## src/rtl/dbram_port_arbiter.sv

```systemverilog
// Two-port arbiter in front of the single-port data scratchpad BRAM.
// LS has fixed priority; a starvation counter forces a DMA grant; reads return through per-port skid registers.
module dbram_port_arbiter #(
  parameter int ADDR_W   = 12,
  parameter int DATA_W   = 32,
  parameter int MAX_WAIT = 4
) (
  input  logic                  clk,
  input  logic                  rst,
  input  logic                  ls_req,
  input  logic [ADDR_W-1:0]     ls_addr,
  input  logic [DATA_W/8-1:0]   ls_we,
  input  logic [DATA_W-1:0]     ls_wdata,
  output logic                  ls_gnt,
  output logic [DATA_W-1:0]     ls_rdata,
  output logic                  ls_rvalid,
  input  logic                  ls_rack,
  input  logic                  dma_req,
  input  logic [ADDR_W-1:0]     dma_addr,
  input  logic [DATA_W/8-1:0]   dma_we,
  input  logic [DATA_W-1:0]     dma_wdata,
  output logic                  dma_gnt,
  output logic [DATA_W-1:0]     dma_rdata,
  output logic                  dma_rvalid,
  input  logic                  dma_rack,
  output logic                  bram_en,
  output logic [ADDR_W-1:0]     bram_addr,
  output logic [DATA_W/8-1:0]   bram_be,
  output logic [DATA_W-1:0]     bram_wdata,
  input  logic [DATA_W-1:0]     bram_rdata
);
  localparam int BE_W = DATA_W / 8;
  localparam int NP   = 2;  // port 0 = LS, port 1 = DMA

  logic [NP-1:0]             req, rack, gnt, pend, hold, elig, rvalid;
  logic [NP-1:0][BE_W-1:0]   we;
  logic [NP-1:0][DATA_W-1:0] hold_data, rdata;
  logic [3:0]                wait_cnt;
  logic                      rst_q, arb_ok;

  assign req  = {dma_req, ls_req};
  assign rack = {dma_rack, ls_rack};
  assign we   = {dma_we, ls_we};

  // Grants stay off in the reset cycle and the one after it.
  assign arb_ok = ~rst & ~rst_q;

  always_comb begin
    elig   = '0;
    rvalid = '0;
    rdata  = '0;
    for (int i = 0; i < NP; i++) begin
      elig[i]   = req[i] & ~((pend[i] | hold[i]) & ~rack[i]) & arb_ok;
      rvalid[i] = (pend[i] | hold[i]) & ~rst;
      if (rvalid[i])
        rdata[i] = hold[i] ? hold_data[i] : bram_rdata;
    end
  end

  assign dma_gnt = elig[1] & (~elig[0] | (wait_cnt == 4'(MAX_WAIT)));
  assign ls_gnt  = elig[0] & ~dma_gnt;
  assign gnt     = {dma_gnt, ls_gnt};

  assign ls_rvalid  = rvalid[0];
  assign ls_rdata   = rdata[0];
  assign dma_rvalid = rvalid[1];
  assign dma_rdata  = rdata[1];

  always_comb begin
    bram_en    = ls_gnt | dma_gnt;
    bram_addr  = '0;
    bram_be    = '0;
    bram_wdata = '0;
    if (ls_gnt) begin
      bram_addr  = ls_addr;
      bram_be    = ls_we;
      bram_wdata = ls_wdata;
    end else if (dma_gnt) begin
      bram_addr  = dma_addr;
      bram_be    = dma_we;
      bram_wdata = dma_wdata;
    end
  end

  // pend: read issued last cycle, data on bram_rdata now. hold: data parked in skid.
  always_ff @(posedge clk) begin
    if (rst) begin
      pend  <= '0;
      hold  <= '0;
      rst_q <= 1'b1;
    end else begin
      rst_q <= 1'b0;
      for (int i = 0; i < NP; i++) begin
        pend[i] <= gnt[i] & ~|we[i];
        hold[i] <= (pend[i] | hold[i]) & ~rack[i];
      end
    end
    for (int i = 0; i < NP; i++)
      if (pend[i] & ~rack[i])
        hold_data[i] <= bram_rdata;
  end

  always_ff @(posedge clk) begin
    if (rst || !dma_req || dma_gnt)
      wait_cnt <= '0;
    else if (wait_cnt != 4'(MAX_WAIT))
      wait_cnt <= wait_cnt + 4'd1;
  end
endmodule

```

## config.mk

```make
export PLATFORM = sky130hd
export DESIGN_NAME = dbram_port_arbiter
export DESIGN_NICKNAME = d
export VERILOG_FILES = /design/src/rtl/dbram_port_arbiter.sv
export SDC_FILE = /design/constraint.sdc
export NUM_CORES = 1
export LEC_CHECK = 0
export BUFFER_PORTS_ARGS = -buffer_cell sky130_fd_sc_hd__buf_4
export CORE_MARGIN = 2
export CORE_UTILIZATION = 43
export DETAILED_ROUTE_END_ITERATION = 10
export PLACE_DENSITY = 0.81
export SLEW_MARGIN = 20
export SYNTH_ARGS = -nofsm -noshare
export SYNTH_HDL_FRONTEND = slang
export SYNTH_SLANG_ARGS = --single-unit
```

## constraint.sdc

```tcl
create_clock -name clk -period 2.87 [get_ports clk]
set_clock_uncertainty 0.2 [all_clocks]
set_input_delay 0.574 -clock clk [delete_from_list [all_inputs] [get_ports clk]]
set_output_delay 0.574 -clock clk [all_outputs]
set_load 0.005 [all_outputs]
```

==> qor.txt, run 1 <==
Status - finished with violations
Failing checks - setup timing
Grt ovf - 0
Hold WC Path Type - input pin to flip-flop
Arrival @ worst endpoint - 2120 ps
Hold_buf cts - 0
Routed Antenna Nets - 0
Die Ht - 99.65 um
Vias - 3828
Reg clk slew, reported paths - 70 ps
Layout cell share with drive strength beyond 1 - 53.72%
Clock root buffer - clkbuf_8
Final Hold Violating Endpoints - 0
Number of global-route vias before repair - 3798
Setup Viol. Count Final - 25
CTS tree - yes
CP Capture Type - output port
Sequential area share after synthesis - 53.44%
Final period utilization - 100.7%
Port Buf Inserts - 250
Top cells by area, synth - edfxtp_1, mux2i_1, a32o_1
Fmax - 346.1 MHz
Num CTS Buffers - 9
Drt initial violations - 159
Synth Warn # - 0
Worst EP required - 2100 ps
Leak pwr - 0.002699 uW
GPL Wtd Cong - 0.8699
Drt wl/cell - 19.82 um
Syn avg cell area - 12.14 um2
Row cnt - 34
Most common cell after layout, fill and taps aside - buf_4
Max-slew violations - 0
Power per standard cell area - 336.9 nW/um2
Drc violations - 0
Worst-Margin Slew - 594.8 ps
Clock buffer depth - 2
Clock sinks - 73
Core area - 8806 um2
Cells after Synth - 324
Rel. slew slack - 60.35%
Seq cells post-synth - 73
I/O Pins - 251
Initial antenna violation count - 0
# Max-Cap Violations - 0
DR vias/cell - 5.469
Commonest non-fill, non-tap cells in the layout - buf_4, nor2_1, mux2i_1, edfxtp_1, a32o_1
Synth top area share - 48.85%
Worst ir drop on vdd - 0.1727 mV
Fin Setup TNS - -217.2 ps
Synth unique cells - 32
Inserted Diodes - 0
Latest clock arrival within the worst-skew pair - 330 ps
Crit-path max FO - 12
Final Net Count - 724
R2R Setup Slk - 920 ps
Synth area leader - edfxtp_1
Critical Path Source Type - flip-flop
Largest net degree at the start of global routing - 50
Detail Placement HPWL - 9603 um
First-pass detailed-route iteration total - 5
Die area - 9929 um2
First-pass GRT wire length - 19530 um
Total GRT Usage - 25.35%
H-Tree Depth - 3
Fin crit period - 2890 ps
WS Path Type - flip-flop to output port
Worst Slack Setup Final - -19.68 ps
Synthesized net count - 460
Total length of routed wires - 13870 um
Starting Density - 44.67%
Die Wd - 99.65 um
Layout area overhead - 64.95%
RSZ-0062 raised after global routing - yes
Dpl ws - 62.79 ps
Netlist Area Pre-Place - 3934 um2
## worst paths after layout
path | to | start | cells past startpoint
setup / recovery | bram_wdata[2] | wait_cnt[0] | 7
hold reg to reg | wait_cnt[0] | wait_cnt[0] | 2
setup reg to reg | pend[0] | wait_cnt[0] | 7
hold / removal | hold[0] | ls_rack | 2
## registers in the layout, indices dropped and copies added (netlist names)
register and flops:
hold 2, hold_data 64, pend 2, rst_q 1, wait_cnt 4
## layout make-up
cell class / instances / area (um2)
fill: 633 / 2317
sequential: 73 / 2111
timing repair buffer: 285 / 2362
multi-input combinational: 215 / 1703
inverter: 4 / 17.52
clock inverter: 6 / 36.28
clock buffer: 9 / 123.9
tap: 108 / 135.1
## critical path: stages, from the launching register on
cell and delay [ps]:
dfxtp_4 370, inv_4 60, ha_4 130, nand3b_1 110, or3_4 510, clkbuf_16 210
a32o_1 260, buf_4 130
## where the power goes
part,total (uW),internal [uW],switching (uW),leakage (uW)
Clock,658,302,356,0.0000745
Combinational,370,236,135,0.00197
Sequential,1160,1160,2.93,0.000650
## routing by layer
| layer | routed length [um] | part of all wire (%) | up-vias | track usage [%] |
|---|---|---|---|---|
| met3 | 1087 | 7.8 | 33 | 7.098 |
| met1 | 4980 | 36 | 1809 | 29.03 |
| met5 | 0 | 0 | - | 0 |
| met4 | 447 | 3.2 | 0 | 11.80 |
| met2 | 7356 | 53 | 199 | 43.92 |
| li1 | - | - | 1787 | - |
## stage by stage
stage / instance area, um2 / power, uW / instances / utilization (%) / hold WS [ps]
2_1_floorplan: 3934 / 1275 / 324 / - / 290.5
3_3_place_gp: 5972 / 1509 / 667 / 67.82 / 307.0
3_5_place_dp: 5972 / 1516 / 667 / 67.82 / 337.4
4_1_cts: 6205 / 2173 / 685 / 70.46 / 201.2
5_1_grt: 6489 / 2274 / 700 / 73.69 / 209.6
6_report: 6489 / 2186 / 700 / 73.69 / 226.3
## Yosys cell counts
| cell type | n |
|---|---|
| o21ai_0 | 2 |
| nand2b_1 | 1 |
| and2_1 | 2 |
| buf_6 | 6 |
| a211oi_1 | 2 |
| inv_1 | 4 |
| and3b_1 | 1 |
| o21bai_1 | 3 |
| or3_1 | 1 |
| nor2b_1 | 3 |
| ha_1 | 2 |
| nand3b_1 | 1 |
| mux2i_1 | 65 |
| o41ai_1 | 1 |
| nand3_1 | 2 |
| nand2_1 | 1 |
| o21ba_2 | 1 |
| and3_1 | 1 |
| or3b_1 | 1 |
| edfxtp_1 | 64 |
| nor3_1 | 2 |
| nor4b_1 | 1 |
| o2111ai_1 | 2 |
| or4_1 | 1 |
| buf_2 | 8 |
| clkbuf_1 | 18 |
| dfxtp_1 | 9 |
| a311oi_2 | 1 |
| a32o_1 | 48 |
| nor3b_1 | 1 |
| nor2_1 | 68 |
| xnor2_1 | 1 |
## kinds of logic after synthesis
family	synth area share (%)
adder cells (fa/ha/maj)	0.6360
AND/OR/NAND/NOR	9.606
XOR/XNOR	0.2227
multiplexers	16.54
flip-flops	53.43
buffers and inverters	4.834
AO/OA/AOI/OAI	14.73
## what timing repair did
| action | CTS | global route |
|---|---|---|
| buffers inserted | 1 | 6 |
| cloned | 2 | 9 |
| pin swaps | 2 | 14 |
| hold endpoints to repair | 0 | 0 |
| resized for setup | 5 | 15 |
| endpoints found under the setup margin | 48 | 48 |
No activity file was read; power rests on OpenSTA's default activity.
==> run 2: changes to the inputs <==
--- a/config.mk
+++ b/config.mk
@@ -9,7 +9,7 @@
 export CORE_MARGIN = 2
 export CORE_UTILIZATION = 43
 export DETAILED_ROUTE_END_ITERATION = 10
-export PLACE_DENSITY = 0.81
+export PLACE_DENSITY_LB_ADDON = 0.3
 export SLEW_MARGIN = 20
 export SYNTH_ARGS = -nofsm -noshare
 export SYNTH_HDL_FRONTEND = slang
==> run 2 against run 1 <==
Compared with the run above:
- the run still ends with setup timing left
- sequential power barely moved
- largest cell class unchanged
- first-iteration DRC count rose by 35%
- final area rose by 0.25%
- largest power group unchanged
==> qor.txt, run 2 (synthesis gave the netlist of run 1 again) <==
Worst reg2reg path endpoint - wait_cnt[3]
Final period utilization - 101.8%
Critical path's top delay family - simple AND/OR/NAND/NOR gates
Die area - 9929 um2
Layout area overhead - 65.36%
Max-slew violations - 0
Die Ht - 99.65 um
Largest net degree at the start of global routing - 50
Commonest non-fill, non-tap cells in the layout - buf_4, nor2_1, mux2i_1, edfxtp_1, a32o_1
Critical Path Source Type - flip-flop
Number of global-route vias before repair - 3873
Crit-path max FO - 12
Crit path cell chain - inv_2 -> ha_4 -> nand3b_1 -> or3_4 -> buf_6 -> a32o_2 -> buf_4
CP Capture Type - output port
Leak pwr - 0.002727 uW
R2R Setup Slk - 880 ps
Clock sinks - 73
Grt ovf - 0
Fin Setup TNS - -1035 ps
RSZ-0062 raised after global routing - yes
Vias - 3995
Port Buf Inserts - 250
Starting Density - 44.67%
Reg clk slew, reported paths - 80 ps
Clock buffer depth - 2
Top reg by flops - hold_data
FILL cells - 619
Drt initial violations - 214
Crit path buf inv count - 3
I/O Pins - 251
Worst ir drop on vdd - 0.2061 mV
Die Wd - 99.65 um
Reg-to-Reg Start - wait_cnt[0]
Slowest stage cell, crit path - or3_4
WHS Endpoint - hold[0]
Clock root buffer - clkbuf_8
Hold_buf cts - 0
Status - finished with violations
Drc violations - 0
Hold WC Path Type - input pin to flip-flop
Worst hold path depth - 2
WS Path Type - flip-flop to output port
Worst-Margin Slew - 736.8 ps
Finished Core Util - 73.87%
Routed Antenna Nets - 0
Area of the multi-input gates - 1694 um2
Row cnt - 34
Hold_sp - ls_rack
Fmax - 342.2 MHz
Core area - 8806 um2
Register Area - 2107 um2
GPL Wtd Cong - 0.8491
Final Net Count - 726
Hold Slack - 205.7 ps
Layout cell share with drive strength beyond 1 - 54.45%
Critical path's largest stage delay - 510 ps
CTS tree - yes
Largest registers - hold_data x64, wait_cnt x4
Drt wl/cell - 21.44 um
Arrival @ worst endpoint - 2150 ps
Setup Viol. Count Final - 45
H-Tree Depth - 3
Detail Placement HPWL - 10550 um
Post-route cell area - 6505 um2
Most common cell after layout, fill and taps aside - buf_4
Total length of routed wires - 15120 um
Power Total - 2235 uW
# Max-Cap Violations - 0
Rel. slew slack - 50.85%
Final Hold Violating Endpoints - 0
Latest clock arrival within the worst-skew pair - 330 ps
DR vias/cell - 5.667
Num CTS Buffers - 9
Fin crit period - 2922 ps
First-pass GRT wire length - 21290 um
Worst EP required - 2100 ps
Max reg flops - 64
Initial antenna violation count - 2
Worst Slack Setup Final - -52.36 ps
Total GRT Usage - 28.23%
R2r worst-path depth - 9
Power per standard cell area - 343.5 nW/um2
Failing checks - setup timing
Total placed instance area - 5959 um2
First-pass detailed-route iteration total - 5
[run 2: changes by cell type in the layout (fill, tap and decap cells not counted), moves of 2 or more]
cell and change:
diode_2 +2, a32o_2 +5, clkbuf_16 -2, a32o_1 -5
nor2b_4 -2, nor2b_2 +2, buf_4 -2, buf_6 +4
[run 2: worst max-delay path by stage]
stage | start | cells after the start | slack [ps] | to
6_report | wait_cnt[0] | 7 | -50 | bram_wdata[20]
4_1_cts | wait_cnt[0] | 7 | 3 | bram_wdata[3]
2_1_floorplan | rst | 6 | 210 | bram_addr[0]
3_3_place_gp | rst | 6 | 20 | bram_wdata[5]
5_1_grt | wait_cnt[0] | 9 | -140 | bram_be[1]
3_5_place_dp | rst | 6 | 10 | bram_wdata[19]
[run 2: what timing repair did]
action / 4_1_cts / 5_1_grt
pin swaps: 3 / 4
gates cloned: 2 / 8
resized for setup: 12 / 14
buffers inserted: 8 / 4
endpoints found under the setup margin: 49 / 49
[run 2: layout make-up]
class                      instances  area share, %
sequential                        73          32.39
antenna                            2        0.07694
inverter                           4         0.2308
tap                              108          2.077
clock inverter                     7         0.7309
timing repair buffer             287          36.55
multi-input combinational        215          26.04
clock buffer                       9          1.904
[run 2: routing by layer]
layer | track usage [%] | part of all wire (%) | up-vias
li1 | - | - | 1790
met1 | 32.62 | 36 | 1922
met2 | 48.60 | 51 | 237
met3 | 7.027 | 8.3 | 46
met4 | 14.33 | 4.9 | 0
met5 | 0 | 0 | -
[run 2: report_power, final]
| part | switching [uW] | total (uW) | internal, uW |
|---|---|---|---|
| Sequential | 2.24 | 1160 | 1160 |
| Clock | 381 | 691 | 310 |
| Combinational | 144 | 387 | 243 |
| Total | 527 | 2230 | 1710 |
[run 2: per-stage QoR]
| stage | instances | worst slack (ps) |
|---|---|---|
| 2_1_floorplan | 324 | 214.3 |
| 3_3_place_gp | 665 | 16.20 |
| 3_5_place_dp | 665 | 12.57 |
| 4_1_cts | 691 | 3.364 |
| 5_1_grt | 705 | -136.5 |
| 6_report | 705 | -52.36 |
==> run 3: changes to the inputs <==
--- a/config.mk
+++ b/config.mk
@@ -14,3 +14,4 @@
 export SYNTH_ARGS = -nofsm -noshare
 export SYNTH_HDL_FRONTEND = slang
 export SYNTH_SLANG_ARGS = --single-unit
+export TNS_END_PERCENT = 10
==> run 3 against run 2 <==
Compared with the run above:
- the run still ends with setup timing left
- via count fell by 0.53%
- highest routed layer unchanged
- largest cell class unchanged
- total power down 0.44%
- worst hold slack gained 2.8 ps
==> qor.txt, run 3 (synthesis gave the netlist of run 1 again) <==
DR vias/cell - 5.661
Largest net degree at the start of global routing - 50
Layout area overhead - 64.54%
R2R Setup Slk - 750 ps
Power Total - 2225 uW
Fmax - 332.6 MHz
Hold WC Path Type - input pin to flip-flop
Grt ovf - 0
First-pass GRT wire length - 21160 um
H-Tree Depth - 3
Critical Path Source Type - flip-flop
Status - finished with violations
Clock sinks - 73
Total placed instance area - 5959 um2
Comb power frac - 17.0%
Routed Antenna Nets - 0
# Max-Cap Violations - 0
Non-Filler Instances - 702
Max reg flops - 64
Final Hold Violating Endpoints - 0
RSZ-0062 raised after global routing - yes
Reg-to-Reg Start - wait_cnt[0]
Die Wd - 99.65 um
NetSw - 521.9 uW
Clock root buffer - clkbuf_8
Sw frac - 23.46%
Final period utilization - 104.8%
Port Buf Inserts - 250
Top reg by flops - hold_data
Dpl ws - 12.57 ps
Drt initial violations - 227
Detail Placement HPWL - 10550 um
Total GRT Usage - 28.05%
GPL Wtd Cong - 0.8491
I/O Pins - 251
Worst-Margin Slew - 742.2 ps
Drc violations - 0
Worst EP required - 2100 ps
Num CTS Buffers - 9
Hold_buf cts - 0
Final Net Count - 723
Max-slew violations - 0
Rel. slew slack - 50.49%
Placed insts - 665
Worst Slack Setup Final - -137.0 ps
Worst hold path depth - 2
Leak pwr - 0.002702 uW
Reg clk slew, reported paths - 70 ps
Hold_sp - dma_rack
Commonest non-fill, non-tap cells in the layout - buf_4, nor2_1, mux2i_1, edfxtp_1, a32o_1
Largest registers - hold_data x64, wait_cnt x4
Clock power share - 30.9%
Total length of routed wires - 14980 um
Failing checks - setup timing
Starting Density - 44.67%
Die area - 9929 um2
Fin crit period - 3007 ps
P_int - 1703 uW
Post-route cell area - 6472 um2
R2r worst-path depth - 10
First-pass detailed-route iteration total - 6
CTS tree - yes
Most common cell after layout, fill and taps aside - buf_4
Latest clock arrival within the worst-skew pair - 330 ps
Reg power frac - 52.1%
Die Ht - 99.65 um
Setup Viol. Count Final - 48
Vias - 3974
Fin Setup TNS - -4401 ps
Core area - 8806 um2
Power per standard cell area - 343.8 nW/um2
Worst reg2reg path endpoint - wait_cnt[3]
Clock buffer depth - 2
WS Path Type - flip-flop to output port
Layout cell share with drive strength beyond 1 - 53.89%
CP Capture Type - output port
Worst ir drop on vdd - 0.2091 mV
Drt wl/cell - 21.34 um
WHS Endpoint - hold[1]
Crit-path max FO - 12
Number of global-route vias before repair - 3833
Initial antenna violation count - 2
Row cnt - 34
Arrival @ worst endpoint - 2230 ps
-- run 3: cell types whose count changed in the layout (fill, tap and decap cells not counted), sizes merged --
cell,before,now
buf,282,280
clkbuf,14,13
-- run 3: power by group through the flow --
stage	logic, uW	clock network, uW	registers, uW
finish	379	688	1160
global route	403	736	1160
CTS	355	697	1160
detailed placement	339	0	1180
global placement	330	0	1180
floorplan	93.7	0	1180
-- run 3: worst max-delay path by stage --
stage                      from              to  slack (ps)  cells after the start
floorplan                   rst    bram_addr[0]         210                      6
finish              wait_cnt[0]  bram_wdata[19]        -140                      8
global placement            rst   bram_wdata[5]          20                      6
global route        wait_cnt[0]      bram_be[3]        -220                     10
CTS                 wait_cnt[0]    bram_addr[6]        -100                      9
detailed placement          rst  bram_wdata[19]          10                      6
-- run 3: area by class of cell --
cell class,instances,area [um2]
tap,108,135.1
clock buffer,9,123.9
multi-input combinational,215,1690
antenna,2,5.005
sequential,73,2107
timing repair buffer,284,2349
inverter,4,15.01
clock inverter,7,47.55
fill,623,2333
-- run 3: worst max-delay path, cell delays in order (launching register included) --
cell	delay, ps
dfxtp_2	360
inv_2	70
ha_4	140
nand3b_1	150
buf_4	180
or3_4	390
buf_6	180
a32o_2	290
buf_4	140
-- run 3: through the flow --
| stage | utilization, % | hold slack, ps |
|---|---|---|
| after floorplan | - | 290.5 |
| after global placement | 67.68 | 318.5 |
| after detailed placement | 67.68 | 337.2 |
| after CTS | 70.96 | 194.0 |
| after global routing | 73.50 | 199.2 |
| final | 73.50 | 208.4 |
-- run 3: timing repair --
item / in CTS / in global routing
gates resized for setup: 9 / 22
setup buffers: 5 / 7
pin swaps: 11 / 24
endpoints found under the setup margin: 49 / 50
gates cloned: 2 / 5
-- run 3: per-layer routing --
layer  part of all wire (%)  global-route usage, %  vias up
met3                    6.6                  6.395       37
met2                     52                  48.23      219
met4                    4.2                  13.80        0
li1                       -                      -     1782
met1                     38                  33.03     1936
met5                      0                      0        -
